`src/rtl/mem_arbiter.sv`:
```
// -----------------------------------------------------------------------------
// mem_arbiter
//   Arbitrates a fetch requester (i_*) and a load/store requester (d_*) onto a
//   single shared memory port (m_*). Only one transaction is ever outstanding.
//   Data requests normally win a tie. Fetch wins once it has been passed over
//   STARVE_LIMIT consecutive times.
//
//   Transaction flow: IDLE (grant + latch) -> REQ (valid/ready handshake)
//                     -> RESP (wait for response) -> ACK (one-cycle ack).
//
// Ports
//   clk_i, arstn_i         clock, asynchronous active-low reset
//   i_req_i, i_addr_i      fetch request (always a read)
//   i_rdata_o, i_ack_o,    fetch response; rdata holds until the next fetch ack
//   i_err_o
//   d_req_i, d_we_i,       load/store request
//   d_addr_i, d_wdata_i,
//   d_wstrb_i
//   d_rdata_o, d_ack_o,    load/store response; rdata holds until the next
//   d_err_o                data ack, and is zero for writes
//   m_req_valid_o/ready_i  shared memory request handshake
//   m_we_o, m_addr_o,      shared memory request payload
//   m_wdata_o, m_wstrb_o
//   m_resp_valid_i,        shared memory response
//   m_rdata_i, m_err_i
//   busy_o                 high whenever a transaction is in flight
//   grant_o                current owner: 00 none, 01 fetch, 10 data
// -----------------------------------------------------------------------------
module mem_arbiter #(
  parameter int unsigned STARVE_LIMIT = 3
) (
  input  logic        clk_i,
  input  logic        arstn_i,
  // fetch requester
  input  logic        i_req_i,
  input  logic [63:0] i_addr_i,
  output logic [63:0] i_rdata_o,
  output logic        i_ack_o,
  output logic        i_err_o,
  // load/store requester
  input  logic        d_req_i,
  input  logic        d_we_i,
  input  logic [63:0] d_addr_i,
  input  logic [63:0] d_wdata_i,
  input  logic [7:0]  d_wstrb_i,
  output logic [63:0] d_rdata_o,
  output logic        d_ack_o,
  output logic        d_err_o,
  // shared memory port
  output logic        m_req_valid_o,
  input  logic        m_req_ready_i,
  output logic        m_we_o,
  output logic [63:0] m_addr_o,
  output logic [63:0] m_wdata_o,
  output logic [7:0]  m_wstrb_o,
  input  logic        m_resp_valid_i,
  input  logic [63:0] m_rdata_i,
  input  logic        m_err_i,
  // status
  output logic        busy_o,
  output logic [1:0]  grant_o
);

  typedef enum logic [1:0] {
    S_IDLE = 2'd0,
    S_REQ  = 2'd1,
    S_RESP = 2'd2,
    S_ACK  = 2'd3
  } state_t;

  localparam logic [1:0] G_NONE  = 2'b00;
  localparam logic [1:0] G_FETCH = 2'b01;
  localparam logic [1:0] G_DATA  = 2'b10;

  state_t      r_state;
  state_t      w_state_nxt;
  logic [1:0]  r_owner;
  logic [1:0]  r_starve;
  logic        r_we;
  logic [63:0] r_addr;
  logic [63:0] r_wdata;
  logic [7:0]  r_wstrb;
  logic [63:0] r_i_rdata;
  logic [63:0] r_d_rdata;
  logic        r_err;

  logic        w_fetch_wins;
  logic        w_grant_data;
  logic        w_grant_fetch;

  // Fetch has waited long enough: it takes the next tie.
  assign w_fetch_wins = (32'(r_starve) == STARVE_LIMIT);

  // Next-state and grant decision.
  always_comb begin
    // NOTE: every signal gets a default before the case so no path leaves it
    // unassigned; otherwise synthesis infers a latch.
    w_state_nxt   = r_state;
    w_grant_data  = 1'b0;
    w_grant_fetch = 1'b0;
    unique case (r_state)
      S_IDLE: begin
        if (d_req_i && !(i_req_i && w_fetch_wins)) begin
          w_grant_data = 1'b1;
          w_state_nxt  = S_REQ;
        end else if (i_req_i) begin
          w_grant_fetch = 1'b1;
          w_state_nxt   = S_REQ;
        end
      end
      S_REQ:   if (m_req_ready_i)  w_state_nxt = S_RESP;
      S_RESP:  if (m_resp_valid_i) w_state_nxt = S_ACK;
      S_ACK:   w_state_nxt = S_IDLE;
      default: w_state_nxt = S_IDLE;
    endcase
  end

  // NOTE: all sequential state uses non-blocking assignments so every register
  // samples the pre-edge values, independent of statement order.
  always_ff @(posedge clk_i or negedge arstn_i) begin
    if (!arstn_i) begin
      r_state   <= S_IDLE;
      r_owner   <= G_NONE;
      r_starve  <= 2'd0;
      r_we      <= 1'b0;
      r_addr    <= '0;
      r_wdata   <= '0;
      r_wstrb   <= '0;
      r_i_rdata <= '0;
      r_d_rdata <= '0;
      r_err     <= 1'b0;
    end else begin
      r_state <= w_state_nxt;
      unique case (r_state)
        S_IDLE: begin
          // Request payload is captured once; requester changes after the
          // grant have no effect on the memory request.
          if (w_grant_data) begin
            r_owner <= G_DATA;
            r_we    <= d_we_i;
            r_addr  <= d_addr_i;
            r_wdata <= d_wdata_i;
            r_wstrb <= d_wstrb_i;
          end else if (w_grant_fetch) begin
            r_owner <= G_FETCH;
            r_we    <= 1'b0;
            r_addr  <= i_addr_i;
            r_wdata <= '0;
            r_wstrb <= '0;
          end
          // Starve counter only counts data grants that overtook a waiting
          // fetch; it saturates at 3.
          if (!i_req_i || w_grant_fetch) begin
            r_starve <= 2'd0;
          end else if (w_grant_data && (r_starve != 2'd3)) begin
            r_starve <= r_starve + 2'd1;
          end
        end
        S_RESP: begin
          if (m_resp_valid_i) begin
            r_err <= m_err_i;
            if (r_owner == G_DATA) begin
              r_d_rdata <= r_we ? 64'd0 : m_rdata_i;
            end else begin
              r_i_rdata <= m_rdata_i;
            end
          end
        end
        S_ACK:   r_owner <= G_NONE;
        default: ;
      endcase
    end
  end

  // Outputs are decoded from registered state only.
  assign busy_o        = (r_state != S_IDLE);
  assign grant_o       = r_owner;

  assign m_req_valid_o = (r_state == S_REQ);
  assign m_we_o        = r_we;
  assign m_addr_o      = r_addr;
  assign m_wdata_o     = r_wdata;
  assign m_wstrb_o     = r_wstrb;

  assign i_ack_o       = (r_state == S_ACK) && (r_owner == G_FETCH);
  assign i_err_o       = i_ack_o && r_err;
  assign i_rdata_o     = r_i_rdata;

  assign d_ack_o       = (r_state == S_ACK) && (r_owner == G_DATA);
  assign d_err_o       = d_ack_o && r_err;
  assign d_rdata_o     = r_d_rdata;

endmodule

```
`config.mk`:
```
export PLATFORM = sky130hd
export DESIGN_NAME = mem_arbiter
export DESIGN_NICKNAME = d
export VERILOG_FILES = /design/src/rtl/mem_arbiter.sv
export SDC_FILE = /design/constraint.sdc
export NUM_CORES = 1
export LEC_CHECK = 0
export BUFFER_PORTS_ARGS = -buffer_cell sky130_fd_sc_hd__buf_2
export CAP_MARGIN = 20
export CORE_AREA = 2 2 214 216
export DETAILED_ROUTE_END_ITERATION = 8
export DIE_AREA = 0 0 216 218
export PLACE_DENSITY_LB_ADDON = 0.08
export SYNTH_ARGS = -nofsm -noshare
export SYNTH_HDL_FRONTEND = slang
export SYNTH_SLANG_ARGS = --single-unit
```
`constraint.sdc`:
```
create_clock -name clk_i -period 2.25 [get_ports clk_i]
set_clock_uncertainty 0.15 [all_clocks]
set_input_delay 0 -clock clk_i [delete_from_list [all_inputs] [get_ports clk_i]]
set_output_delay 0 -clock clk_i [all_outputs]
set_load 0.05 [all_outputs]
```
Word level (Yosys, flattened, before mapping):

Cells that the tools add are included.

* word-level logic and storage cells: 69
* output and inout bits: 273
* memories kept: 0
* bits in writable memories: 0
* bits in latches: 0
* memory bits (read-only): 0
* input port bits: 272
* flip-flop bits (word level): 272

* mux-type cells: 24
* add/subtract/negate cells: 1
* multipliers: 0
* equal/unequal tests: 11
* div/mod/pow operators: 0
* shift-type cells: 0
* bitwise gates (word level): 1
* reduce and logical (&&, ||, !) cells: 22
* order comparisons: 0

Operators with widths (count)
* 64-bit 2-to-1 mux: 5
* 2-bit 2-to-1 mux: 8
* 8-bit 2-to-1 mux: 2
* 3-bit AND reduction: 3
* 2-bit equality test (second input constant): 4
* 2-bit one-hot mux with 4 select lines: 1
* 2-bit AND reduction: 4
* 2-bit nonzero test: 4
* 1-bit logical AND: 7
* 1-bit 2-to-1 mux: 7
* 3-bit != test (second input constant): 2
* 2-bit by 1-bit equality test with 1-bit output (second input constant): 2
* 2-bit != test (second input constant): 2
* 2-bit one-hot mux with 2 select lines: 1
* 2-bit by 1-bit adder with 2-bit output (second input constant): 1
* 1-bit logical NOT: 2
* 2-bit logical NOT: 1
* 2-bit by 1-bit != test with 1-bit output (second input constant): 1
* 1-bit logical OR: 1
* 1-bit NOT: 1

Depth between registers and ports, before layout:

Gate-level depths: netlist (run 1).

* depth after elaboration: 9
* depth in mapped cells: 8

Worst setup path after synthesis (run 1):

OpenSTA, ideal clock, no wires.

* path type: reg-to-reg
* start: reg r_owner[0], in the netlist grant_o[0]
* end: reg r_i_rdata[3], in the netlist i_rdata_o[3]
* arrival: 1.667 ns
* buffers on the path: 1
* library setup time: 0.125 ns
* cell stages (with the launch flop): 5
* period minus slack after synthesis: 1.942 ns
* data required time: 1.975 ns
* path slack: 0.308 ns
* cells stage by stage: dfrtp_1 > and2b_1 > nor2_4 > buf_4 > mux2_2

* word-level cells in the longest chain between the ends: 3

Ends and longest elaborated chain
* from (decl): line 77 `logic [1:0] r_owner;`
* from (signal assigned): line 123 `r_owner <= G_NONE;`
* from (signal assigned): line 139 `r_owner <= G_DATA;`
* from (signal assigned): line 145 `r_owner <= G_FETCH;`
* 2-bit equality test: line 162 `if (r_owner == G_DATA) begin`
* 1-bit NOT (no line)
* 3-bit AND reduction (no line)
* to (signal assigned): line 165 `r_i_rdata <= m_rdata_i;`
* to (decl): line 83 `logic [63:0] r_i_rdata;`

No other way between the ends.
A chain may end at the register's enable or synchronous reset.

Worst setup path in the final report (run 1):

* start: reg r_state[1]
* end: out i_err_o

* word-level cells in the longest chain between the ends: 3

Ends and longest elaborated chain
* from (decl): line 75 `state_t r_state;`
* from (signal assigned): line 133 `r_state <= w_state_nxt;`
* 2-bit equality test: line 185 `assign i_ack_o = (r_state == S_ACK) && (r_owner == G_FETCH);`
* 1-bit logical AND: line 185
* 1-bit logical AND: line 186 `assign i_err_o = i_ack_o && r_err;`
* to (decl): line 39 `output logic i_err_o,`

No other way between the ends.

==> results of run 1 <==
[routing by layer]
layer	global-route usage, %	vias up
li1	-	4663
met1	21.1	4832
met2	30.9	363
met3	4.07	59
met4	5.96	4
met5	0	-
[cell type report]
type	instances	share of cell area [%]
Antenna cell	2	0.0272
Multi-Input combinational cell	494	20.0
Sequential cell	272	37.0
Clock inverter	11	0.456
Tap cell	600	4.08
Clock buffer	50	5.57
Timing Repair Buffer	855	32.7
Inverter	7	0.143
[kinds of logic (layout without fill, tap and decap cells)]
| family | count (synthesis) | count (layout) |
|---|---|---|
| AOI/OAI and AO/OA | 213 | 213 |
| adders and majority gates | 6 | 6 |
| DFF | 272 | 272 |
| other | 0 | 2 |
| buffers and inverters | 70 | 923 |
| muxes | 67 | 67 |
| and+or+nand+nor | 208 | 208 |
[critical path: cells and delay by family, from the launching register on]
family / cells / cell delay, ns
flops: 1 / 0.39
simple gates: 2 / 0.37
fa+ha+maj: 1 / 0.34
buf+inv: 1 / 0.26
[worst max-delay path by stage]
stage	from	to	slack, ns	depth (start not counted)
final	r_state[1]	i_err_o	0.23	4
after floorplan	grant_o[0]	i_rdata_o[3]	0.31	4
after global placement	r_state[0]	m_wdata_o[16]	0.28	7
after CTS	r_state[1]	i_err_o	0.17	4
after detailed placement	r_state[0]	m_addr_o[38]	0.24	6
after global routing	r_state[1]	i_err_o	0.11	4
[synth_stat cells, drive strengths merged]
master	n	area (µm²)
a211oi	1	20.0
a21oi	4	20.0
a221o	64	641
a221oi	1	8.76
a222oi	1	10.0
a22o	73	639
a2bb2oi	1	8.76
a32o	1	10.0
and2	66	413
and2b	1	7.51
and3	1	6.26
and3b	1	8.76
buf	41	256
clkbuf	22	82.6
dfrtp	272	6810
ha	6	75.1
inv	7	26.3
mux2	66	743
mux2i	1	10.0
nand2	67	251
nand2b	68	425
nand4b	1	8.76
nor2	3	18.8
o21ai	65	325
o31ai	1	7.51
o41ai	1	8.76
[power by group through the flow]
stage / logic, mW / registers [mW] / clock network [mW]
after floorplan: 4.15 / 17.1 / 0
after global placement: 17.4 / 8.82 / 0
after detailed placement: 17.5 / 8.77 / 0
after CTS: 17.9 / 8.77 / 5.68
after global routing: 18.6 / 9.10 / 5.88
final: 17.7 / 8.76 / 5.43
[state kept, by name, indices dropped and copies added, names as in the netlist]
signal     flops
m_wdata_o     64
m_we_o         1
m_addr_o      64
d_rdata_o     64
m_wstrb_o      8
r_starve       2
r_err          1
r_state        2
i_rdata_o     64
grant_o        2
[stage by stage]
step,hold WS [ns],cell area [µm²],power [mW],cells
after global routing,0.0607,18400,33.6,2291
final,0.0865,18400,31.9,2291
after detailed placement,-0.113,14500,26.3,1954
after global placement,-0.117,14500,26.2,1954
after CTS,0.0397,18400,32.3,2289
after floorplan,-0.446,10800,21.2,836
==> flow_metrics.py, run 1 <==
metrics = {
    "place": {
        "portBuffers": 544,
        "dp_hpwl_um": 30300,
        "post-place-ws_ns": 0.235,
        "gp_congestion": 0.775,
    },
    "route": {
        "avgRoutedWirePerCell_um": 18.4,
        "highest_layer": "met5",
        "first_pass_iters": 4,
        "vias_per_cell": 4.33,
        "via_count": 9921,
        "met3_wirelength_um": 2610,
        "wl_met1_um": 17200,
        "drc": 0,
        "ant_nets": 0,
        "dr_wl_met2_um": 21400,
        "drtIter0Drc": 496,
        "drt_wl_total_um": 42200,
    },
    "worst_setup_path": {
        "critPathRequiredTime_ns": 2.10,
        "arrival_ns": 1.87,
        "slowest_delay_ns": 0.39,
        "crit_path_top_delay_cell": "dfrtp_1",
        "crit_type": "reg2out",
        "critPathMaxFanout": 8,
        "r2r_end": "m_addr_o[53]",
        "reg2reg_depth": 6,
        "start_kind": "flop",
        "reg2reg_slack_ns": 0.25,
        "cp-end-kind": "primary output",
        "rr_startpoint": "r_state[0]",
        "worstPathCellList": "ha_1 -> and3b_1 -> and2_1 -> buf_2",
    },
    "worst_hold_path": {
        "hold-path-endpoint": "m_wdata_o[36]",
        "min_from": "d_wdata_i[36]",
        "holdCritPathClass": "in2reg",
        "holdPathStages": 3,
    },
    "die": {
        "ioPinCount": 545,
        "die_area_um2": 47100,
        "num_rows": 78,
        "start_util_pct": 24.1,
        "die_h_um": 218,
        "coreArea_um2": 44900,
        "die_x_um": 216,
    },
    "timing": {
        "worst_slack_ns": 0.227,
        "final.setup.tns_ns": 0,
        "setup_viol": 0,
        "worstMarginPinSlew_ns": 0.644,
        "finalCriticalPeriod_ns": 2.02,
        "period_share_pct": 89.9,
        "rsz0062_at_grt": "no",
        "slew_viol_final": 0,
        "max_freq_mhz": 494,
        "max_slew_margin_pct": 57.1,
        "hold_viol": 0,
    },
    "clock_tree": {
        "cts_resized": 0,
        "cts_buffer_depth": 3,
        "ctsHoldBuffers": 274,
        "cts_buffers": 34,
        "cts_tree": "done",
        "cts_setup_buffers": 0,
        "cts-root-buf": "clkbuf_16",
        "cts.sinks": 272,
        "clkLatencyLatePin_ns": 0.52,
        "h-tree-depth": 2,
        "cts.clk_slew.worst_paths_ns": 0.06,
    },
    "pwr": {
        "seq_power_share_pct": 27.5,
        "power_frac_comb_pct": 55.5,
        "power-per-cell-area_nw_per_um2": 1730,
        "switchingPower_mw": 16.2,
        "swShare_pct": 50.8,
        "leakagePower_nw": 9.16,
        "internal_power_mw": 15.7,
        "ir_drop_v": 0.00116,
        "p_clk_share_pct": 17.0,
    },
    "job": {
        "drv_cap": 0,
    },
    "global_route": {
        "grt_pass1_vias": 10800,
        "grt_usage_pct": 17.6,
        "antenna_found_initial": 4,
        "grt_overflow": 0,
        "grt_max_degree": 73,
        "grt_pass1_wl_um": 63900,
    },
    "logic_synthesis": {
        "synth_top_family_by_area": "compound AO/OA/AOI/OAI gates",
        "synth_cell_types": 34,
        "synthSimpleGateAreaFrac_pct": 10.5,
        "synth_adder_area_share_pct": 0.693,
        "synth_xor_area_share_pct": 0,
        "synth_fp_nets": 1114,
        "yosysWarnings": 0,
        "muxShareOfSynthArea_pct": 6.95,
        "synthesis.area_um2": 10800,
        "syn-instance-count": 836,
        "synth-compound-area-share_pct": 15.7,
        "synth-seq-cells": 272,
        "seq_area_frac_synth_pct": 62.8,
        "syn-mean-instance-area_um2": 13.0,
    },
    "status": {
        "outcome": "completed",
    },
    "final_layout": {
        "multi_input_area_um2": 3690,
        "mostFrequentLayoutCells": "buf_2, dlygate4sd3_1, dfrtp_1",
        "register_area_um2": 6810,
        "nets": 1942,
        "area_growth_pct": 69.8,
        "fill_cells": 4371,
        "final_common_cell": "buf_2",
        "drive_gt1_share_pct": 41.4,
        "post-route-util_pct": 41.0,
    },
}
No activity file was read; power rests on OpenSTA's default activity.
==> run 2, diff against run 1 <==
GPL_TIMING_DRIVEN = 0   (was unset)
PLACE_DENSITY_LB_ADDON = unset   (was 0.08)
==> flow_metrics.py, run 2 (synthesis results as in run 1) <==
metrics = {
    "worst_hold_path": {
        "hold-path-endpoint": "m_wdata_o[40]",
        "min_from": "d_wdata_i[40]",
        "holdPathStages": 3,
        "holdCritPathClass": "in2reg",
    },
    "global_route": {
        "grt_max_degree": 117,
        "grt_overflow": 0,
        "grt_pass1_wl_um": 63500,
        "grt_usage_pct": 17.3,
        "antenna_found_initial": 3,
        "grt_pass1_vias": 11000,
    },
    "worst_setup_path": {
        "cp-end-kind": "flop",
        "reg2reg_slack_ns": 0.14,
        "start_kind": "flop",
        "r2r_end": "m_addr_o[43]",
        "crit_type": "reg2reg",
        "critPathRequiredTime_ns": 2.54,
        "critPathMaxFanout": 10,
        "rr_startpoint": "r_state[0]",
        "arrival_ns": 2.39,
        "reg2reg_depth": 7,
    },
    "die": {
        "start_util_pct": 24.1,
        "ioPinCount": 545,
        "die_area_um2": 47100,
        "num_rows": 78,
        "die_x_um": 216,
        "coreArea_um2": 44900,
        "die_h_um": 218,
    },
    "final_layout": {
        "fill_cells": 4207,
        "register_area_um2": 6810,
        "design_area_um2": 18400,
        "multi_input_area_um2": 3680,
        "drive_gt1_share_pct": 40.8,
        "nets": 1983,
        "area_growth_pct": 69.4,
        "final_common_cell": "buf_2",
        "post-route-util_pct": 40.9,
        "mostFrequentLayoutCells": "buf_2, dlygate4sd3_1, dfrtp_1",
    },
    "timing": {
        "period_share_pct": 93.6,
        "hold_viol": 0,
        "setup_viol": 0,
        "max_freq_mhz": 475,
        "max_slew_margin_pct": 59.3,
        "rsz0062_at_grt": "no",
        "worstMarginPinSlew_ns": 0.610,
        "slew_viol_final": 0,
        "finalCriticalPeriod_ns": 2.11,
        "final.setup.tns_ns": 0,
        "holdWs_ns": 0.0324,
    },
    "route": {
        "via_count": 10400,
        "first_pass_iters": 5,
        "vias_per_cell": 4.47,
        "avgRoutedWirePerCell_um": 18.4,
        "drtIter0Drc": 623,
        "ant_nets": 0,
        "drt_wl_total_um": 42900,
        "drc": 0,
    },
    "clock_tree": {
        "cts_tree": "done",
        "cts-root-buf": "clkbuf_16",
        "cts.sinks": 272,
        "h-tree-depth": 1,
        "cts.clk_slew.worst_paths_ns": 0.06,
        "cts_buffer_depth": 3,
        "cts_buffers": 30,
        "clkLatencyLatePin_ns": 0.57,
    },
    "pwr": {
        "power-per-cell-area_nw_per_um2": 1720,
        "ir_drop_v": 0.00118,
        "power_mw": 31.6,
        "leakagePower_nw": 9.16,
    },
    "status": {
        "outcome": "completed",
    },
    "job": {
        "drv_cap": 0,
    },
    "place": {
        "dp_hpwl_um": 29500,
        "gp_congestion": 0.824,
        "portBuffers": 544,
        "placed_area_um2": 14400,
    },
}
[run 2: changes by cell type in the layout (fill, tap and decap cells not counted), sizes merged]
cell / change
diode: -1
clkinv: -6
dlygate4sd3: +13
clkbuf: +21
buf: +9
bufinv: +2
inv: +1
[run 2: stage by stage]
stage | setup WS [ns] | std cells
after floorplan | 0.308 | 836
after global placement | -4.07 | 1980
after CTS | 0.0154 | 2328
after global routing | 0.0156 | 2329
final | 0.143 | 2330
after detailed placement | -0.297 | 1982
[run 2: worst max-delay path by stage]
| stage | to | cells after the start | start |
|---|---|---|---|
| after global routing | m_addr_o[43] | 7 | r_state[0] |
| after floorplan | i_rdata_o[3] | 4 | grant_o[0] |
| after CTS | m_addr_o[8] | 6 | r_state[0] |
| after detailed placement | m_wdata_o[50] | 7 | r_state[0] |
| final | m_addr_o[43] | 7 | r_state[0] |
| after global placement | m_addr_o[53] | 1 | arstn_i |
[run 2: final cells by class]
| class | instances | share of cell area [%] |
|---|---|---|
| antenna | 1 | 0.0136 |
| buffer | 63 | 2.01 |
| clock buffer | 48 | 4.89 |
| clock inverter | 8 | 0.709 |
| inverter | 7 | 0.143 |
| multi-input combinational | 494 | 20.0 |
| sequential | 272 | 37.1 |
| tap | 600 | 4.09 |
| timing repair buffer | 837 | 31.1 |
[run 2: per-layer routing]
| metal | global-route usage [%] | share of wire [%] |
|---|---|---|
| met5 | 0 | 0.026 |
| met4 | 8.42 | 4.5 |
| met3 | 3.67 | 6.6 |
| met2 | 31.1 | 50 |
| met1 | 19.6 | 39 |
[run 2: power breakdown]
group	switching [mW]	leakage [nW]	internal, mW
sequential	1.40	3.41	7.37
combinational	12.9	5.25	4.88
clock	2.05	0.505	3.07
[run 2: timing repair]
item | CTS | global route
pin swaps | 1 | 1
hold endpoints to repair | 544 | 0
setup endpoints to repair | 141 | 164
resized for setup | 7 | 13
hold buffers | 287 | 0
buffers inserted | 3 | 1
[run 2: worst max-delay path: stages (launching register included)]
cell	delay [ns]
dfrtp_1	0.41
inv_1	0.14
ha_2	0.26
o21ai_1	0.10
buf_4	0.20
clkbuf_1	0.22
and2_0	0.22
a221o_1	0.28
==> run 3, diff against run 2 <==
--- a/constraint.sdc
+++ b/constraint.sdc
@@ -3,3 +3,3 @@
 set_input_delay 0 -clock clk_i [delete_from_list [all_inputs] [get_ports clk_i]]
 set_output_delay 0 -clock clk_i [all_outputs]
-set_load 0.05 [all_outputs]
+set_load 0.1 [all_outputs]
==> flow_metrics.py, run 3 (synthesis results as in run 1) <==
metrics = {
    "die": {
        "die_area_um2": 47100,
        "die_x_um": 216,
        "num_rows": 78,
        "start_util_pct": 24.1,
        "coreArea_um2": 44900,
        "die_h_um": 218,
        "ioPinCount": 545,
    },
    "worst_setup_path": {
        "cp-end-kind": "primary output",
        "worst-path-buf-inv": 1,
        "crit_type": "reg2out",
        "start_kind": "flop",
        "arrival_ns": 1.97,
        "cp_top_family": "simple AND/OR/NAND/NOR gates",
        "reg2reg_slack_ns": 0.16,
        "slowest_delay_ns": 0.41,
        "rr_startpoint": "r_state[0]",
        "startpoint": "r_state[0]",
        "critPathRequiredTime_ns": 2.10,
        "critPathMaxFanout": 8,
        "crit_path_top_delay_cell": "dfrtp_1",
        "worstPathCellList": "ha_1 -> and3b_2 -> and2_2 -> buf_4",
    },
    "clock_tree": {
        "cts_buffers": 31,
        "clkLatencyLatePin_ns": 0.57,
        "cts.sinks": 272,
        "cts_tree": "done",
        "h-tree-depth": 1,
        "cts.clk_slew.worst_paths_ns": 0.06,
        "cts_buffer_depth": 3,
        "cts-root-buf": "clkbuf_16",
    },
    "route": {
        "drtIter0Drc": 592,
        "first_pass_iters": 5,
        "via_count": 10500,
        "vias_per_cell": 4.51,
        "avgRoutedWirePerCell_um": 18.1,
        "drt_wl_total_um": 42400,
        "drc": 0,
        "ant_nets": 0,
    },
    "final_layout": {
        "post-route-util_pct": 41.0,
        "fill_cells": 4190,
        "register_area_um2": 6810,
        "final_common_cell": "buf_2",
        "nets": 1990,
        "design_area_um2": 18400,
        "mostFrequentLayoutCells": "buf_2, dlygate4sd3_1, dfrtp_1",
        "drive_gt1_share_pct": 41.3,
        "area_growth_pct": 70.0,
        "multi_input_area_um2": 3680,
    },
    "global_route": {
        "grt_pass1_wl_um": 64100,
        "antenna_found_initial": 7,
        "grt_max_degree": 111,
        "grt_overflow": 0,
        "grt_usage_pct": 17.3,
        "grt_pass1_vias": 11300,
    },
    "timing": {
        "period_share_pct": 94.3,
        "finalCriticalPeriod_ns": 2.12,
        "max_freq_mhz": 471,
        "worstMarginPinSlew_ns": 0.711,
        "rsz0062_at_grt": "no",
        "setup_viol": 0,
        "hold_viol": 0,
        "slew_viol_final": 0,
        "max_slew_margin_pct": 52.6,
    },
    "worst_hold_path": {
        "min_from": "i_addr_i[62]",
        "holdCritPathClass": "in2reg",
    },
    "job": {
        "drv_cap": 0,
    },
    "place": {
        "portBuffers": 544,
        "dp_hpwl_um": 28900,
        "gp_congestion": 0.851,
        "placed_area_um2": 14400,
    },
    "status": {
        "outcome": "completed",
    },
}
==> run 3: changes by cell type in the layout (fill, tap and decap cells not counted), moves of 2 or more <==
cell	previous run	this run
clkbuf_1	29	18
dlygate4sd3_1	287	295
clkinv_2	3	10
clkbuf_2	2	7
diode_2	1	4
buf_4	15	13
bufinv_16	3	1
clkbuf_8	8	6
==> run 3: worst min-delay path, cell delays in order <==
cell and delay, ns:
dlygate4sd3_1 0.51, buf_2 0.09, a221o_1 0.12
==> run 3: per-layer routing <==
layer	track usage, %	wire length (µm)
met1	20.0	16600
met4	10.2	2460
met2	29.7	20500
met3	3.53	2830
met5	0	30
==> run 3: final cells by class <==
type / instances / area share [%]
Antenna cell: 4 / 0.0543
Buffer: 63 / 2.04
Clock buffer: 41 / 4.74
Clock inverter: 15 / 0.679
Inverter: 7 / 0.143
Multi-Input combinational cell: 494 / 19.9
Sequential cell: 272 / 36.9
Tap cell: 600 / 4.07
Timing Repair Buffer: 843 / 31.4
==> run 3: path summary, 6_finish.rpt <==
check                                     end  cells past startpoint
worst max-delay path                  i_err_o                      4
worst min-delay path             m_addr_o[62]                      3
worst max register to register   m_addr_o[38]                      7
worst min register to register   d_rdata_o[1]                      2
max in group asynchronous          grant_o[0]                      4
min in group asynchronous       i_rdata_o[39]                      3
==> run 3: repair_timing <==
action / in CTS / in global routing
pin swaps: 0 / 2
endpoints found under the hold margin: 544 / 0
setup endpoints to repair: 113 / 223
hold buffers: 295 / 0
buffers inserted: 0 / 2
resized for setup: 5 / 28
==> run 3: stage by stage <==
stage	TNS (ns)	cells	hold WS [ns]	setup slack (ns)
global route	0	2339	0.00640	0.0146
CTS	-1.26	2333	0.000302	-0.0535
global placement	-1090.11	1980	0.0742	-4.54
finish	0	2339	0.0294	0.128
detailed placement	-3.98	1982	-0.173	-0.205
floorplan	0	836	-0.446	0.0266
Power of run 3 is left out: the tool's default activity adds up to more than one toggle a clock period on the data nets, which glitch-free logic cannot reach.
